--- config.mk ---
export PLATFORM = sky130hd
export DESIGN_NAME = sipo_deframer
export DESIGN_NICKNAME = d
export VERILOG_FILES = /design/src/rtl/sipo_deframer_pkg.sv /design/src/rtl/sipo_out_hold.sv /design/src/rtl/sipo_deframer.sv
export SDC_FILE = /design/constraint.sdc
export NUM_CORES = 1
export LEC_CHECK = 0
export BUFFER_PORTS_ARGS = -buffer_cell sky130_fd_sc_hd__buf_2
export CORE_MARGIN = 1.5
export CORE_UTILIZATION = 51
export DETAILED_ROUTE_END_ITERATION = 16
export GPL_TIMING_DRIVEN = 1
export HOLD_SLACK_MARGIN = 0.08
export PLACE_DENSITY = 0.83
export SYNTH_ARGS = -nofsm -noshare
export SYNTH_HDL_FRONTEND = slang
export SYNTH_SLANG_ARGS = --single-unit
--- constraint.sdc ---
create_clock -name clk -period 1.45 [get_ports clk]
set_clock_uncertainty 0.15 [all_clocks]
set_input_delay 0.0725 -clock clk [delete_from_list [all_inputs] [get_ports clk]]
set_output_delay 0.0725 -clock clk [all_outputs]
set_load 0.01 [all_outputs]
--- src/rtl/sipo_deframer_pkg.sv ---
// Shared constants for the serial deframer: FSM state encodings and line idle level.
package sipo_deframer_pkg;

  localparam logic [1:0] ST_IDLE  = 2'd0;
  localparam logic [1:0] ST_SHIFT = 2'd1;
  localparam logic [1:0] ST_STOP  = 2'd2;

  localparam logic SIPO_IDLE_LEVEL = 1'b1;

endpackage

--- src/rtl/sipo_out_hold.sv ---
// Valid/ready holding register for assembled words; the held word wins over a
// new one when downstream stalls, and the dropped word is flagged as overrun.
module sipo_out_hold
  import sipo_deframer_pkg::*;
#(
  parameter int WIDTH = 4
) (
  input  logic             clk,
  input  logic             rst_n,
  input  logic             load,
  input  logic [WIDTH-1:0] din,
  input  logic             ready,
  output logic [WIDTH-1:0] q,
  output logic             q_valid,
  output logic             overrun
);

  logic [WIDTH-1:0] r_q;
  logic             r_valid;
  logic             r_overrun;
  logic             w_xfer;

  assign w_xfer = r_valid & ready;

  always_ff @(posedge clk) begin
    if (!rst_n) begin
      r_q       <= '0;
      r_valid   <= 1'b0;
      r_overrun <= 1'b0;
    end else begin
      r_overrun <= 1'b0;
      if (load) begin
        // a slot frees up either when empty or when it drains this same cycle
        if (!r_valid || w_xfer) begin
          r_q     <= din;
          r_valid <= 1'b1;
        end else begin
          r_overrun <= 1'b1;
        end
      end else if (w_xfer) begin
        r_valid <= 1'b0;
      end
    end
  end

  assign q       = r_q;
  assign q_valid = r_valid;
  assign overrun = r_overrun;

endmodule

--- src/rtl/sipo_deframer.sv ---
// Start/stop framed serial-to-parallel converter feeding a valid/ready word holder.
//   state    | meaning
//   ST_IDLE  | line idle, waiting for a start bit (sin=0)
//   ST_SHIFT | collecting WIDTH data bits
//   ST_STOP  | sampling stop bit; 1 delivers the word, 0 flags frame_err
module sipo_deframer
  import sipo_deframer_pkg::*;
#(
  parameter int WIDTH     = 4,
  parameter bit MSB_FIRST = 1'b1
) (
  input  logic             clk,
  input  logic             rst_n,
  input  logic             sin,
  input  logic             sin_en,
  input  logic             out_ready,
  output logic [WIDTH-1:0] q,
  output logic             q_valid,
  output logic             frame_err,
  output logic             overrun
);

  localparam int               CNT_W    = (WIDTH > 1) ? $clog2(WIDTH) : 1;
  localparam logic [CNT_W-1:0] CNT_LAST = CNT_W'(WIDTH - 1);

  logic [1:0]       r_state;
  logic [CNT_W-1:0] r_cnt;
  logic [WIDTH-1:0] r_sreg;
  logic             r_frame_err;
  logic [WIDTH-1:0] w_sreg_next;
  logic             w_load;

  generate
    if (MSB_FIRST) begin : g_msb
      assign w_sreg_next = {r_sreg[WIDTH-2:0], sin};
    end else begin : g_lsb
      assign w_sreg_next = {sin, r_sreg[WIDTH-1:1]};
    end
  endgenerate

  always_ff @(posedge clk) begin
    if (!rst_n) begin
      r_state     <= ST_IDLE;
      r_cnt       <= '0;
      r_sreg      <= '0;
      r_frame_err <= 1'b0;
    end else begin
      r_frame_err <= 1'b0;
      if (sin_en) begin
        case (r_state)
          ST_IDLE: begin
            if (sin != SIPO_IDLE_LEVEL) begin
              r_state <= ST_SHIFT;
              r_cnt   <= '0;
            end
          end
          ST_SHIFT: begin
            r_sreg <= w_sreg_next;
            if (r_cnt == CNT_LAST) begin
              r_state <= ST_STOP;
              r_cnt   <= '0;
            end else begin
              r_cnt <= r_cnt + CNT_W'(1);
            end
          end
          ST_STOP: begin
            r_frame_err <= ~sin;
            r_state     <= ST_IDLE;
          end
          default: r_state <= ST_IDLE;
        endcase
      end
    end
  end

  assign w_load = sin_en & (r_state == ST_STOP) & sin;

  sipo_out_hold #(.WIDTH(WIDTH)) u_out_hold (
    .clk     (clk),
    .rst_n   (rst_n),
    .load    (w_load),
    .din     (r_sreg),
    .ready   (out_ready),
    .q       (q),
    .q_valid (q_valid),
    .overrun (overrun)
  );

  assign frame_err = r_frame_err;

endmodule
==> impl_results.md, run 1 <==
- Total GRT Usage: between 10% and 20%
- Syn Nets: 72
- Fin nets: 88
- Post-route setup TNS: 0 ns
- VDD IR max: 543.8 uV
- Synth-to-layout area growth: 17.98%
- Die extent in y: 39.20 um
- Later-pin clock latency in the skew report: 0.28 ns
- Worst R2R Start: r_state[0]$_SDFFE_PN0P_
- CORE AREA: approximately 1200 um^2
- DRC viols: 0
- Yosys cell types: 21
- Number of setup violations in the final report: 0
- Grt ovf: 0
- Root Driver: clkbuf_4
- Total number of vias: just under 500
- Sequential cell area fraction in the yosys report: 44.94%
- WP data arrival: 1.41 ns
- CTS H-tree depth: 1
- Initial antenna violation count: 0
- Final hold violations: 0
- Setup CP Type: input pin to flop
- Crit Path Max Fanout: 10
- Diodes inserted: 0
- Die Footprint: around 1500 um^2
- Worst-path clk slew: 0.09 ns
- Crit path from: sin_en
- First-pass DRT Iterations: 4
- Total Wirelength: around 1100 um
- Final HPWL DP: 754.3 um
- Pin count of the biggest net entering global routing: 20
- Min-Delay Path Class: flop to flop
- TritonCTS Buffers: 3
- I/O pin count: 12
- First-pass GRT wire length: 1718 um
- Max Clk Rate: 734.5 MHz
- YS warnings: 0
- Via/cell ratio: 5.158
- Rel. slew slack: 78.73%
- Outcome: complete, no violations
- Least-Margin Pin Slew: 0.3184 ns
- Final Util: approximately 70%
- CTS tree: built
- Flop-to-flop setup slack: 0.17 ns
- Number of synthesized register bits: 15
- Syn avg cell area: approximately 10 um^2
- Worst setup endpoint: u_out_hold.q[1]$_SDFFE_PN0P_
- CTS Sinks: 15
- Critical Path RT: 1.50 ns
- Post-CTS setup buffer count: 0
- Port buffer count: 11
- Initial Util: 57.79%
- Worst r2r path cells: 3
- Leakage power: roughly 0.36 nW
- Reg2Reg Capture Point: u_out_hold.q[1]$_SDFFE_PN0P_
- First-iteration detailed-routing DRC count: 13
- P per Cell Area: 899.0 nW/um^2
- Post-Syn Area: 668.1 um^2
- DRT antenna net count: 0
- Vias in the first global route: 402
- Final RePlAce weighted congestion: approximately 0.72
- Slew Viols, Final: 0
- Max-cap violations: 0
- Period utilisation layout: 93.90%
- Drt wl/cell: 12.01 um
- Ratio of cells with drive above 1 in the final layout: 24.69%
- Syn Inst Count: 66
- Maximum buffer depth of the clock tree: 2
- Chip width: 39.20 um
- Row cnt: 12
- Fin crit period: 1.361 ns
- Worst setup SP type: input pin
- CP Capture Type: flop
- RSZ-0062 raised after global routing: false
==> cells in the mapped netlist <==
library cell	count	area [um^2]
buf_4	1	7.510
nand4b_1	2	17.52
a21boi_0	3	22.52
nand2_1	9	33.78
ha_1	1	12.51
buf_2	2	10.01
o21ai_0	3	15.01
nand3_1	1	5.000
and4_2	1	10.01
a31oi_1	1	6.260
a22oi_1	1	7.510
clkbuf_1	1	3.750
nor2_4	1	11.26
dfxtp_1	15	300.3
mux2i_1	8	80.08
nand3b_4	1	20.02
nor2_1	3	11.26
and2b_1	1	7.510
nor2b_1	8	50.05
nand2b_1	2	12.51
nand4b_4	1	23.77
==> worst max-delay path: stages <==
cell	delay, ns
dlygate4sd3_1	0.54
buf_2	0.23
nand4b_4	0.14
nor2_4	0.19
mux2i_1	0.24
==> power breakdown <==
| part | switching (mW) | internal (mW) |
|---|---|---|
| Combinational | 0.0248 | 0.0263 |
| Clock | 0.133 | 0.102 |
| Sequential | 0.00675 | 0.416 |
| Total | 0.164 | 0.545 |
==> worst min path at each step <==
| stage | start | to | slack, ns | depth (start not counted) |
|---|---|---|---|---|
| 2_1_floorplan | sin | u_out_hold.overrun$_SDFF_PN0_ | 0.09 | 2 |
| 3_3_place_gp | out_ready | u_out_hold.overrun$_SDFF_PN0_ | 0.23 | 4 |
| 3_5_place_dp | out_ready | u_out_hold.overrun$_SDFF_PN0_ | 0.24 | 4 |
| 4_1_cts | u_out_hold.q[2]$_SDFFE_PN0P_ | u_out_hold.q[2]$_SDFFE_PN0P_ | 0.31 | 2 |
| 5_1_grt | u_out_hold.q[2]$_SDFFE_PN0P_ | u_out_hold.q[2]$_SDFFE_PN0P_ | 0.32 | 2 |
| 6_report | u_out_hold.q[2]$_SDFFE_PN0P_ | u_out_hold.q[2]$_SDFFE_PN0P_ | 0.31 | 2 |
==> through the flow <==
stage | setup slack, ns | std cells | total power [mW] | hold WS (ns) | area [um^2]
finish | 0.08851 | 95 | 0.7087 | 0.3085 | 788.3
global route | 0.005980 | 95 | 0.7388 | 0.3219 | 788.3
CTS | 0.07779 | 95 | 0.7148 | 0.3112 | 787.0
detailed placement | 0.1584 | 87 | 0.4744 | 0.2414 | 719.4
global placement | 0.2230 | 87 | 0.4741 | 0.2333 | 719.4
floorplan | 0.2715 | 66 | 0.4670 | 0.08608 | 668.1
==> registers in the layout, summed over array words and instances, names as in the netlist <==
name / flops
frame_err: 1
r_sreg: 4
r_cnt: 2
u_out_hold.q_valid: 1
r_state: 2
u_out_hold.q: 4
u_out_hold.overrun: 1
==> cells in the final DEF (no fill, tap or decap) <==
cell type      instances
mux2i_1                8
nand3b_4               1
o21ai_0                3
nor2_4                 1
nor2b_1                8
dfxtp_2                1
a22oi_1                1
and4_2                 1
clkinv_2               1
nand2b_1               2
dfxtp_1               14
nand4b_1               2
and2b_1                1
buf_2                 11
nor2_1                 3
ha_1                   1
a21boi_0               3
nand4b_4               1
nand2_1                9
dlygate4sd3_1          4
nand3_1                1
clkbuf_4               3
a31oi_1                1
==> layout make-up <==
type                            instances  area (um^2)
Fill cell                              96        367.9
Multi-Input combinational cell         47        346.6
Sequential cell                        15        301.5
Timing Repair Buffer                   15        95.09
Clock buffer                            3        22.52
Tap cell                               14        17.52
Clock inverter                          1        5.005
==> what timing repair did <==
| action | 4_1_cts | 5_1_grt |
|---|---|---|
| setup endpoints to repair | 0 | 1 |
| hold endpoints to repair | 15 | 0 |
| gates resized for setup | 0 | 1 |
| hold buffers | 4 | 0 |
==> routing by layer <==
layer	up-vias	global-route usage (%)	share of wire (%)
li1	256	-	-
met1	220	21.75	49
met2	12	27.08	45
met3	2	6.936	4.9
met4	0	7.759	0.96
met5	-	0	0
==> cell families after synthesis <==
family,count (synthesis),synth area share (%)
muxes,8,11.99
AOI/OAI and AO/OA,8,7.678
adders and majority gates,1,1.872
and+or+nand+nor,30,30.34
buffers and inverters,4,3.183
DFF,15,44.94
No activity file was read; power rests on OpenSTA's default activity.
==> run 2, diff against run 1 <==
Settings changed: CELL_PAD_IN_SITES_DETAIL_PLACEMENT from default to 2, CELL_PAD_IN_SITES_GLOBAL_PLACEMENT from default to 2, CORE_UTILIZATION 51 to 32.
==> run 2 against run 1 <==
Maximum frequency is 0.19% higher. Clock-buffer cell count is 1 higher. Combinational power is 8.6% higher. Setup slack better by 0.0026 ns. Sequential cell count stayed put. Largest cell class unchanged. Non-clock buffer count stayed put.
==> impl_results.md, run 2 (synthesized netlist as in run 1, its figures left out) <==
- Crit path from: sin_en (unchanged)
- Leakage power: 0.3542 nW (was 0.3563 nW)
- # fillers: 239 (was 96)
- Final RePlAce weighted congestion: 0.7507 (was 0.7243)
- Max Clk Rate: 735.9 MHz (was 734.5 MHz)
- Row cnt: 16 (was 12)
- First-pass GRT wire length: 2835 um (was 1718 um)
- Rel. slew slack: 75.30% (was 78.73%)
- Drt wl/cell: 15.61 um (was 12.01 um)
- Crit Path Max Fanout: 10 (unchanged)
- Pin count of the biggest net entering global routing: 20 (unchanged)
- WHS Path Cells: 2 (unchanged)
- CP cell instances: dlygate4sd3_1 -> clkbuf_4 -> nand4b_4 -> nor2_4 -> mux2i_1 (was dlygate4sd3_1 -> buf_2 -> nand4b_4 -> nor2_4 -> mux2i_1)
- Register area: 301.5 um^2 (unchanged)
- Ratio of cells with drive above 1 in the final layout: 23.46% (was 24.69%)
- Sw Share: 23.81% (was 23.16%)
- Initial Util: 34.06% (was 57.79%)
- Slowest CP cell: dlygate4sd3_1 (unchanged)
- Root Driver: clkbuf_4 (unchanged)
- RSZ-0062 raised after global routing: false (unchanged)
- Power Total: 0.7217 mW (was 0.7087 mW)
- Worst r2r path cells: 3 (unchanged)
- Total number of vias: 504 (was 490)
- Diodes inserted: 0 (unchanged)
- Most frequent cells in the layout: dfxtp_1 (14), buf_2 (10), nand2_1 (9) (was dfxtp_1 (14), buf_2 (11), nand2_1 (9))
- Worst-path clk slew: 0.09 ns (about the same)
- Area of the multi-input gates: 346.6 um^2 (unchanged)
- Non-filler cells, final: 108 (was 95)
- Slew Viols, Final: 0 (unchanged)
- Fin worst setup slack: 0.09116 ns (was 0.08851 ns)
- First-pass DRT Iterations: 4 (unchanged)
- Later-pin clock latency in the skew report: 0.28 ns (about the same)
- CORE AREA: 1962 um^2 (was 1156 um^2)
- CTS Sinks: 15 (unchanged)
- Max-cap violations: 0 (unchanged)
- Die Footprint: 2371 um^2 (was 1536 um^2)
- Placed Cells: 100 (was 87)
- Least-Margin Pin Slew: 0.3698 ns (was 0.3184 ns)
- Synth-to-layout area growth: 20.60% (was 17.98%)
- Largest incremental delay on the critical path: 0.54 ns (about the same)
- Worst setup SP type: input pin (unchanged)
- Area after DPL: 735.7 um^2 (was 719.4 um^2)
- Total Wirelength: 1686 um (was 1141 um)
- Final HPWL DP: 1011 um (was 754.3 um)
- P_sw: 0.1718 mW (was 0.1641 mW)
- Post-route setup TNS: 0 ns (unchanged)
- Fin nets: 88 (unchanged)
- Worst R2R Start: r_state[0]$_SDFFE_PN0P_ (unchanged)
- Internal cell power: 0.5498 mW (was 0.5445 mW)
- Combinational share of power: 7.7% (was 7.2%)
- Clock Power Share: 33.6% (was 33.1%)
- Die extent in y: 48.70 um (was 39.20 um)
- CTS tree: built (unchanged)
- Final Util: 41.07% (was 68.18%)
- Final hold violations: 0 (unchanged)
- Min-delay src: u_out_hold.q[1]$_SDFFE_PN0P_ (was u_out_hold.q[2]$_SDFFE_PN0P_)
- VDD IR max: 486.7 uV (was 543.8 uV)
- Vias in the first global route: 562 (was 402)
- Total GRT Usage: 16.50% (was 17.75%)
- Fin crit period: 1.359 ns (was 1.361 ns)
- Chip width: 48.70 um (was 39.20 um)
- Initial antenna violation count: 0 (unchanged)
- Grt ovf: 0 (unchanged)
- WP data arrival: 1.41 ns (about the same)
- Number of setup violations in the final report: 0 (unchanged)
- First-iteration detailed-routing DRC count: 7 (was 13)
- Flop-to-flop setup slack: 0.14 ns (was 0.17 ns)
- Pre-CTS setup slack: 0.1179 ns (was 0.1584 ns)
- Via/cell ratio: 4.667 (was 5.158)
- Hold worst-path end: u_out_hold.q[1]$_SDFFE_PN0P_ (was u_out_hold.q[2]$_SDFFE_PN0P_)
- CTS H-tree depth: 1 (unchanged)
- Maximum buffer depth of the clock tree: 2 (unchanged)
- CP Capture Type: flop (unchanged)
- Port buffer count: 11 (unchanged)
- Outcome: complete, no violations (unchanged)
- Min-Delay Path Class: flop to flop (unchanged)
- Critical Path RT: 1.50 ns (about the same)
- Reg2Reg Capture Point: u_out_hold.q[3]$_SDFFE_PN0P_ (was u_out_hold.q[1]$_SDFFE_PN0P_)
- Most common cell after layout, fill and taps aside: dfxtp_1 (unchanged)
- Period utilisation layout: 93.71% (was 93.90%)
- Setup CP Type: input pin to flop (unchanged)
- Final instance area: 805.8 um^2 (was 788.3 um^2)
- TritonCTS Buffers: 3 (unchanged)
- DRC viols: 0 (unchanged)
- I/O pin count: 12 (unchanged)
- Hold_ws: 0.3264 ns (was 0.3085 ns)
- DRT antenna net count: 0 (unchanged)
- P per Cell Area: 895.6 nW/um^2 (was 899.0 nW/um^2)
- Sequential Power Share: 58.7% (was 59.7%)
-- run 2: repair_timing --
item / CTS / global route
gates resized for setup: 0 / 2
setup buffers: 0 / 0
hold buffers: 4 / 0
endpoints found under the hold margin: 15 / 0
setup endpoints to repair: 0 / 2
-- run 2: final cells by class --
type | count | area share, %
clock buffer | 4 | 3.261
multi-input combinational | 47 | 43.01
sequential | 15 | 37.42
tap | 27 | 4.193
timing repair buffer | 15 | 12.11
-- run 2: critical path: cells and delay by family --
family	cells	cell delay (ns)
buffers and inverters	2	0.76
multiplexers	1	0.24
AND/OR/NAND/NOR	2	0.32
-- run 2: power groups by stage --
stage,sequential (mW),combinational (mW),clock [mW]
after CTS,0.423,0.0530,0.250
final,0.423,0.0555,0.243
after global placement,0.433,0.0429,0
after global routing,0.424,0.0617,0.272
after detailed placement,0.433,0.0444,0
after floorplan,0.427,0.0395,0
-- run 2: how the worst max path moves through the flow --
stage | end | slack, ns | depth (start not counted)
2_1_floorplan | u_out_hold.q[0]$_SDFFE_PN0P_ | 0.27 | 4
3_3_place_gp | u_out_hold.q[0]$_SDFFE_PN0P_ | 0.19 | 3
3_5_place_dp | u_out_hold.q[3]$_SDFFE_PN0P_ | 0.12 | 3
4_1_cts | u_out_hold.q[3]$_SDFFE_PN0P_ | 0.1 | 3
5_1_grt | u_out_hold.q[3]$_SDFFE_PN0P_ | 0.05 | 5
6_report | u_out_hold.q[3]$_SDFFE_PN0P_ | 0.09 | 5
-- run 2: layer usage --
layer	vias up	GRT usage, %	part of all wire, %
li1	253	-	-
met1	241	19.27	46
met2	8	28.54	50
met3	2	3.086	2.2
met4	0	8.571	1.3
met5	-	0	0
